--- src/rtl/fp_pkg.sv ---
// Shared FPU definitions: operand width, add/sub opcodes, unit latency.
// Imported by the FPU arbiters and by the FP add/sub unit wrapper.
package fp_pkg;

    localparam int FP_W = 32;

    localparam logic FP_OP_ADD = 1'b0;
    localparam logic FP_OP_SUB = 1'b1;

    localparam int FP_ADDSUB_LATENCY = 3;

    // Operand bundle captured by an issue stage
    typedef struct packed {
        logic [FP_W-1:0] a;
        logic [FP_W-1:0] b;
        logic            op;
    } fp_operands_t;

endpackage

--- src/rtl/rr_arbiter.sv ---
// Combinational round-robin arbiter: grant the first set req at or after ptr.
// Ports: req (N), ptr (start index), en (gate), gnt (one-hot or zero).
module rr_arbiter #(
    parameter int N  = 4,
    parameter int PW = $clog2(N)
) (
    input  logic [N-1:0]  req,
    input  logic [PW-1:0] ptr,
    input  logic          en,
    output logic [N-1:0]  gnt
);

    logic [2*N-1:0] dbl;
    logic [N-1:0]   rot;
    logic [N-1:0]   rot_gnt;
    logic [2*N-1:0] back;

    // Rotate so ptr sits at bit 0, take lowest set bit, rotate back.
    assign dbl     = {req, req} >> ptr;
    assign rot     = dbl[N-1:0];
    assign rot_gnt = rot & (~rot + 1'b1);
    assign back    = {rot_gnt, rot_gnt} << ptr;
    assign gnt     = en ? back[2*N-1:N] : '0;

endmodule

--- src/rtl/fp_addsub_arbiter.sv ---
// Shares one pipelined FP add/sub unit among NUM_REQ requesters.
// Ports: clk, areset_n (sync, active-low), enable, req_* (per-requester
// request bundle), fp_a/fp_b/fp_opsel (to unit), fp_q (from unit),
// resp_valid/resp_id/resp_q (result), in_flight, idle.
module fp_addsub_arbiter
    import fp_pkg::*;
#(
    parameter int NUM_REQ = 4,
    parameter int ID_W    = $clog2(NUM_REQ),
    parameter int LATENCY = FP_ADDSUB_LATENCY,
    parameter int CNT_W   = $clog2(LATENCY + 2)
) (
    input  logic                    clk,
    input  logic                    areset_n,
    input  logic                    enable,
    input  logic [NUM_REQ-1:0]      req_valid,
    output logic [NUM_REQ-1:0]      req_ready,
    input  logic [NUM_REQ-1:0]      req_opsel,
    input  logic [FP_W*NUM_REQ-1:0] req_a,
    input  logic [FP_W*NUM_REQ-1:0] req_b,
    output logic [FP_W-1:0]         fp_a,
    output logic [FP_W-1:0]         fp_b,
    output logic                    fp_opsel,
    input  logic [FP_W-1:0]         fp_q,
    output logic                    resp_valid,
    output logic [ID_W-1:0]         resp_id,
    output logic [FP_W-1:0]         resp_q,
    output logic [CNT_W-1:0]        in_flight,
    output logic                    idle
);

    logic [ID_W-1:0]    rr_ptr;
    logic [NUM_REQ-1:0] gnt;
    logic               accept;
    logic [ID_W-1:0]    acc_id;
    fp_operands_t       sel_ops;

    fp_operands_t       iss;
    logic               iss_valid;
    logic [ID_W-1:0]    iss_id;

    logic               tag_v  [LATENCY];
    logic [ID_W-1:0]    tag_id [LATENCY];

    // Grants are suppressed while reset is held
    rr_arbiter #(
        .N  (NUM_REQ),
        .PW (ID_W)
    ) u_rr (
        .req (req_valid),
        .ptr (rr_ptr),
        .en  (enable & areset_n),
        .gnt (gnt)
    );

    assign req_ready = gnt;
    assign accept    = |gnt;

    always_comb begin
        acc_id  = '0;
        sel_ops = '0;
        for (int i = 0; i < NUM_REQ; i++) begin
            if (gnt[i]) begin
                acc_id     = ID_W'(i);
                sel_ops.a  = req_a[i*FP_W +: FP_W];
                sel_ops.b  = req_b[i*FP_W +: FP_W];
                sel_ops.op = req_opsel[i];
            end
        end
    end

    always_ff @(posedge clk) begin
        if (!areset_n) begin
            rr_ptr    <= '0;
            iss       <= '0;
            iss_valid <= 1'b0;
            iss_id    <= '0;
            in_flight <= '0;
            for (int j = 0; j < LATENCY; j++) begin
                tag_v[j]  <= 1'b0;
                tag_id[j] <= '0;
            end
        end else begin
            iss_valid <= accept;
            if (accept) begin
                iss    <= sel_ops;
                iss_id <= acc_id;
                rr_ptr <= (acc_id == ID_W'(NUM_REQ - 1)) ? '0 : acc_id + 1'b1;
            end

            // Ownership tags shift in lock-step with the unit pipeline
            tag_v[LATENCY-1]  <= iss_valid;
            tag_id[LATENCY-1] <= iss_id;
            for (int j = 0; j < LATENCY - 1; j++) begin
                tag_v[j]  <= tag_v[j+1];
                tag_id[j] <= tag_id[j+1];
            end

            unique case ({accept, resp_valid})
                2'b10:   in_flight <= in_flight + 1'b1;
                2'b01:   in_flight <= in_flight - 1'b1;
                default: ;
            endcase
        end
    end

    assign fp_a       = iss.a;
    assign fp_b       = iss.b;
    assign fp_opsel   = iss.op;

    assign resp_valid = tag_v[0];
    assign resp_id    = tag_id[0];
    assign resp_q     = fp_q;

    assign idle       = (in_flight == '0);

endmodule

--- config.mk ---
export PLATFORM = sky130hd
export DESIGN_NAME = fp_addsub_arbiter
export DESIGN_NICKNAME = d
export VERILOG_FILES = /design/src/rtl/fp_pkg.sv /design/src/rtl/rr_arbiter.sv /design/src/rtl/fp_addsub_arbiter.sv
export SDC_FILE = /design/constraint.sdc
export NUM_CORES = 1
export LEC_CHECK = 0
export ABC_CLOCK_PERIOD_IN_PS = 5300
export BUFFER_PORTS_ARGS = -buffer_cell sky130_fd_sc_hd__buf_4
export CORE_AREA = 2 2 157 159
export CTS_CLUSTER_DIAMETER = 40
export DETAILED_ROUTE_END_ITERATION = 12
export DIE_AREA = 0 0 159 161
export GPL_TIMING_DRIVEN = 0
export SKIP_LAST_GASP = 1
export SYNTH_ARGS = -nofsm -noshare
export SYNTH_HDL_FRONTEND = slang
export SYNTH_HIERARCHICAL = 1
export SYNTH_SLANG_ARGS = --single-unit
--- constraint.sdc ---
create_clock -name clk -period 5.3 [get_ports clk]
set_input_delay 0 -clock clk [delete_from_list [all_inputs] [get_ports clk]]
set_output_delay 0 -clock clk [all_outputs]
set_load 0.005 [all_outputs]
==> results.json <==
{
  "cp.required_ns": 5.59,
  "synth_cell_types": 36,
  "firstDrtPassIters": 4,
  "rows": 57,
  "initial_utilization_pct": 18.1,
  "clock.fmax_ghz": 0.256,
  "wl_mm": 25.1,
  "holdWs_ns": 0.00931,
  "cts_setup_buffers": 0,
  "synth.avg_cell_area_um2": 8.72,
  "min_from": "req_a[50]",
  "syn_nets": 799,
  "num-fill-cells": 2489,
  "period_minus_slack_ns": 3.90,
  "portBuffers": 373,
  "worst_pin_slew_ns": 0.808,
  "ant_nets": 0,
  "tritoncts": "built",
  "slew_headroom_pct": 46.1,
  "hold-path-cell-count": 3,
  "die_width_um": 159,
  "setup_slack_ns": 1.40,
  "crit_path_max_fanout": 10,
  "clkSinkCount": 82,
  "insertion_delay_ns": 0.35,
  "synth_area_leaders": "dfxtp_1, o221ai_1, a22oi_1",
  "status": "completed",
  "drive_above_1_share_pct": 42.0,
  "htree_levels": 3,
  "yosysTopAreaCell": "dfxtp_1",
  "drv_cap": 0,
  "p_leak_nw": 4.06,
  "placed_cells": 1195,
  "core_area_mm2": 0.0240,
  "worstRegToRegCells": 10,
  "powerDensity_mw_per_mm2": 215,
  "synth_edf_count": 0,
  "wl_per_cell_um": 18.6,
  "cp-end-kind": "register",
  "pre_cts_slack_ns": 1.91,
  "die_h_um": 161,
  "synth_area_mm2": 0.00434,
  "io_pins": 407,
  "diodes": 0,
  "path_class": "input pin to register",
  "final_cell_mix": "buf_4, dlygate4sd3_1, dfxtp_1",
  "setup_viol": 0,
  "synth_top_area_share_pct": 37.8,
  "async_reset_ff_share_pct": 0,
  "fin_setup_tns_ns": 0,
  "dieArea_mm2": 0.0256,
  "cp.arrival_ns": 4.19,
  "nNetsFinal": 1320,
  "cp-start-kind": "input pin",
  "drt_iter0_markers": 434,
  "synth_seq_cells": 82,
  "cts_buffers": 9,
  "whs_endpoint": "fp_a[18]",
  "gp_congestion": 0.835,
  "globalRouteOverflowTotal": 0,
  "seq_area_frac_synth_pct": 37.8,
  "clock_path_buffers": 2,
  "ir_drop_v": 0.000125,
  "fin_util_pct": 38.5,
  "antenna_found_initial": 1,
  "final_cells": 1348,
  "grt_pass1_wl_mm": 37.3,
  "final_common_cell": "buf_4",
  "rsz0062_at_grt": "false",
  "skew_ns": 0.00674,
  "drcViolationCount": 0,
  "regToRegSetupSlack_ns": 1.54,
  "worstReg2RegEnd": "fp_a[3]",
  "grt_pass1_vias": 6867,
  "ys_warn_count": 6,
  "syn_inst": 498,
  "grt_max_degree": 15,
  "grt.total_usage_pct": 18.7,
  "synth_flop_cell": "dfxtp_1",
  "root_buffer": "clkbuf_16",
  "hp-class": "input pin to register",
  "area_growth_pct": 112,
  "fin_crit_sh_pct": 73.7,
  "cts.clk_slew.worst_paths_ns": 0.07,
  "viasPerCell": 4.77,
  "reg2reg_from": "rr_ptr[0]",
  "dp_hpwl_mm": 18.4,
  "report.final.hold_viol_count": 0,
  "num_vias": 6425,
  "maxSlewViolCount": 0
}
## layout make-up
class	count	area (um^2)	share of cell area (%)
buffer	94	520	5.65
tap	324	405	4.40
clock inverter	6	66.3	0.720
clock buffer	10	229	2.48
sequential	82	1640	17.8
timing repair buffer	510	4170	45.3
inverter	9	33.8	0.367
multi-input combinational	313	2150	23.3
## flip-flops by register name (all words and copies together) (netlist names)
register   cells
rr_ptr         2
in_flight      3
fp_opsel       1
tag_id         6
tag_v          3
iss_id         2
fp_a          32
iss_valid      1
fp_b          32
## cell usage after synthesis, types with 2 or more instances
library cell,n
clkbuf_1,53
buf_2,2
buf_4,34
inv_1,8
buf_6,5
a21oi_1,3
a31oi_1,64
o21ai_0,69
nor2b_1,4
nor2_1,3
o221ai_1,65
dfxtp_1,82
nand2_1,3
and3_1,3
o2111a_1,2
o21bai_1,2
and2_1,13
a22oi_1,64
a21boi_0,2
## worst max-delay path: stages
cell and delay (ns):
clkbuf_1 0.50, clkbuf_1 0.37, and2_1 0.26, nand2_1 0.07, a21oi_1 0.16, buf_2 0.28, clkbuf_1 0.52, clkbuf_1 0.52
a22oi_1 0.18, dlygate4sd3_1 0.60, a31oi_1 0.16, dlygate4sd3_1 0.55
## stage by stage
step / total power [W] / instance area, um^2
finish: 0.00198 / 9220
detailed placement: 0.00122 / 7550
global route: 0.00206 / 9220
floorplan: 0.000891 / 4340
global placement: 0.00121 / 7550
CTS: 0.00198 / 9210
## per-layer routing
layer / vias up / track usage, % / wire length (um)
li1: 3009 / - / -
met1: 3035 / 22.0 / 10100
met2: 327 / 32.5 / 12500
met3: 52 / 4.47 / 1750
met4: 2 / 7.98 / 706
met5: - / 0 / 13
## worst max path at each step
stage / start / to / depth (start not counted) / slack (ns)
after CTS: areset_n / fp_b[28] / 12 / 1.31
final: areset_n / fp_a[3] / 12 / 1.40
after global routing: areset_n / fp_b[28] / 12 / 1.02
after global placement: areset_n / fp_a[19] / 10 / 1.86
after floorplan: rr_ptr[1] / in_flight[2] / 12 / 2.52
after detailed placement: areset_n / fp_a[19] / 10 / 1.91
## timing repair
item / 4_1_cts / 5_1_grt
hold endpoints to repair: 61 / 1
gates resized for setup: 0 / 0
setup endpoints to repair: 0 / 0
hold buffers: 136 / 1
## report_power, final
| part | total, W | internal [W] | switching (W) |
|---|---|---|---|
| registers | 0.000708 | 0.000673 | 0.0000352 |
| clock network | 0.000664 | 0.000368 | 0.000296 |
| logic | 0.000605 | 0.000383 | 0.000222 |
## cell families after synthesis
group / after synthesis / share of synthesized area (%)
AOI/OAI and AO/OA: 278 / 44.1
buffers and inverters: 103 / 12.8
DFF: 82 / 37.8
and+or+nand+nor: 31 / 4.18
xor gates and xnor gates: 2 / 0.403
adders and majority gates: 2 / 0.749
(Power assumes the default switching activity.)
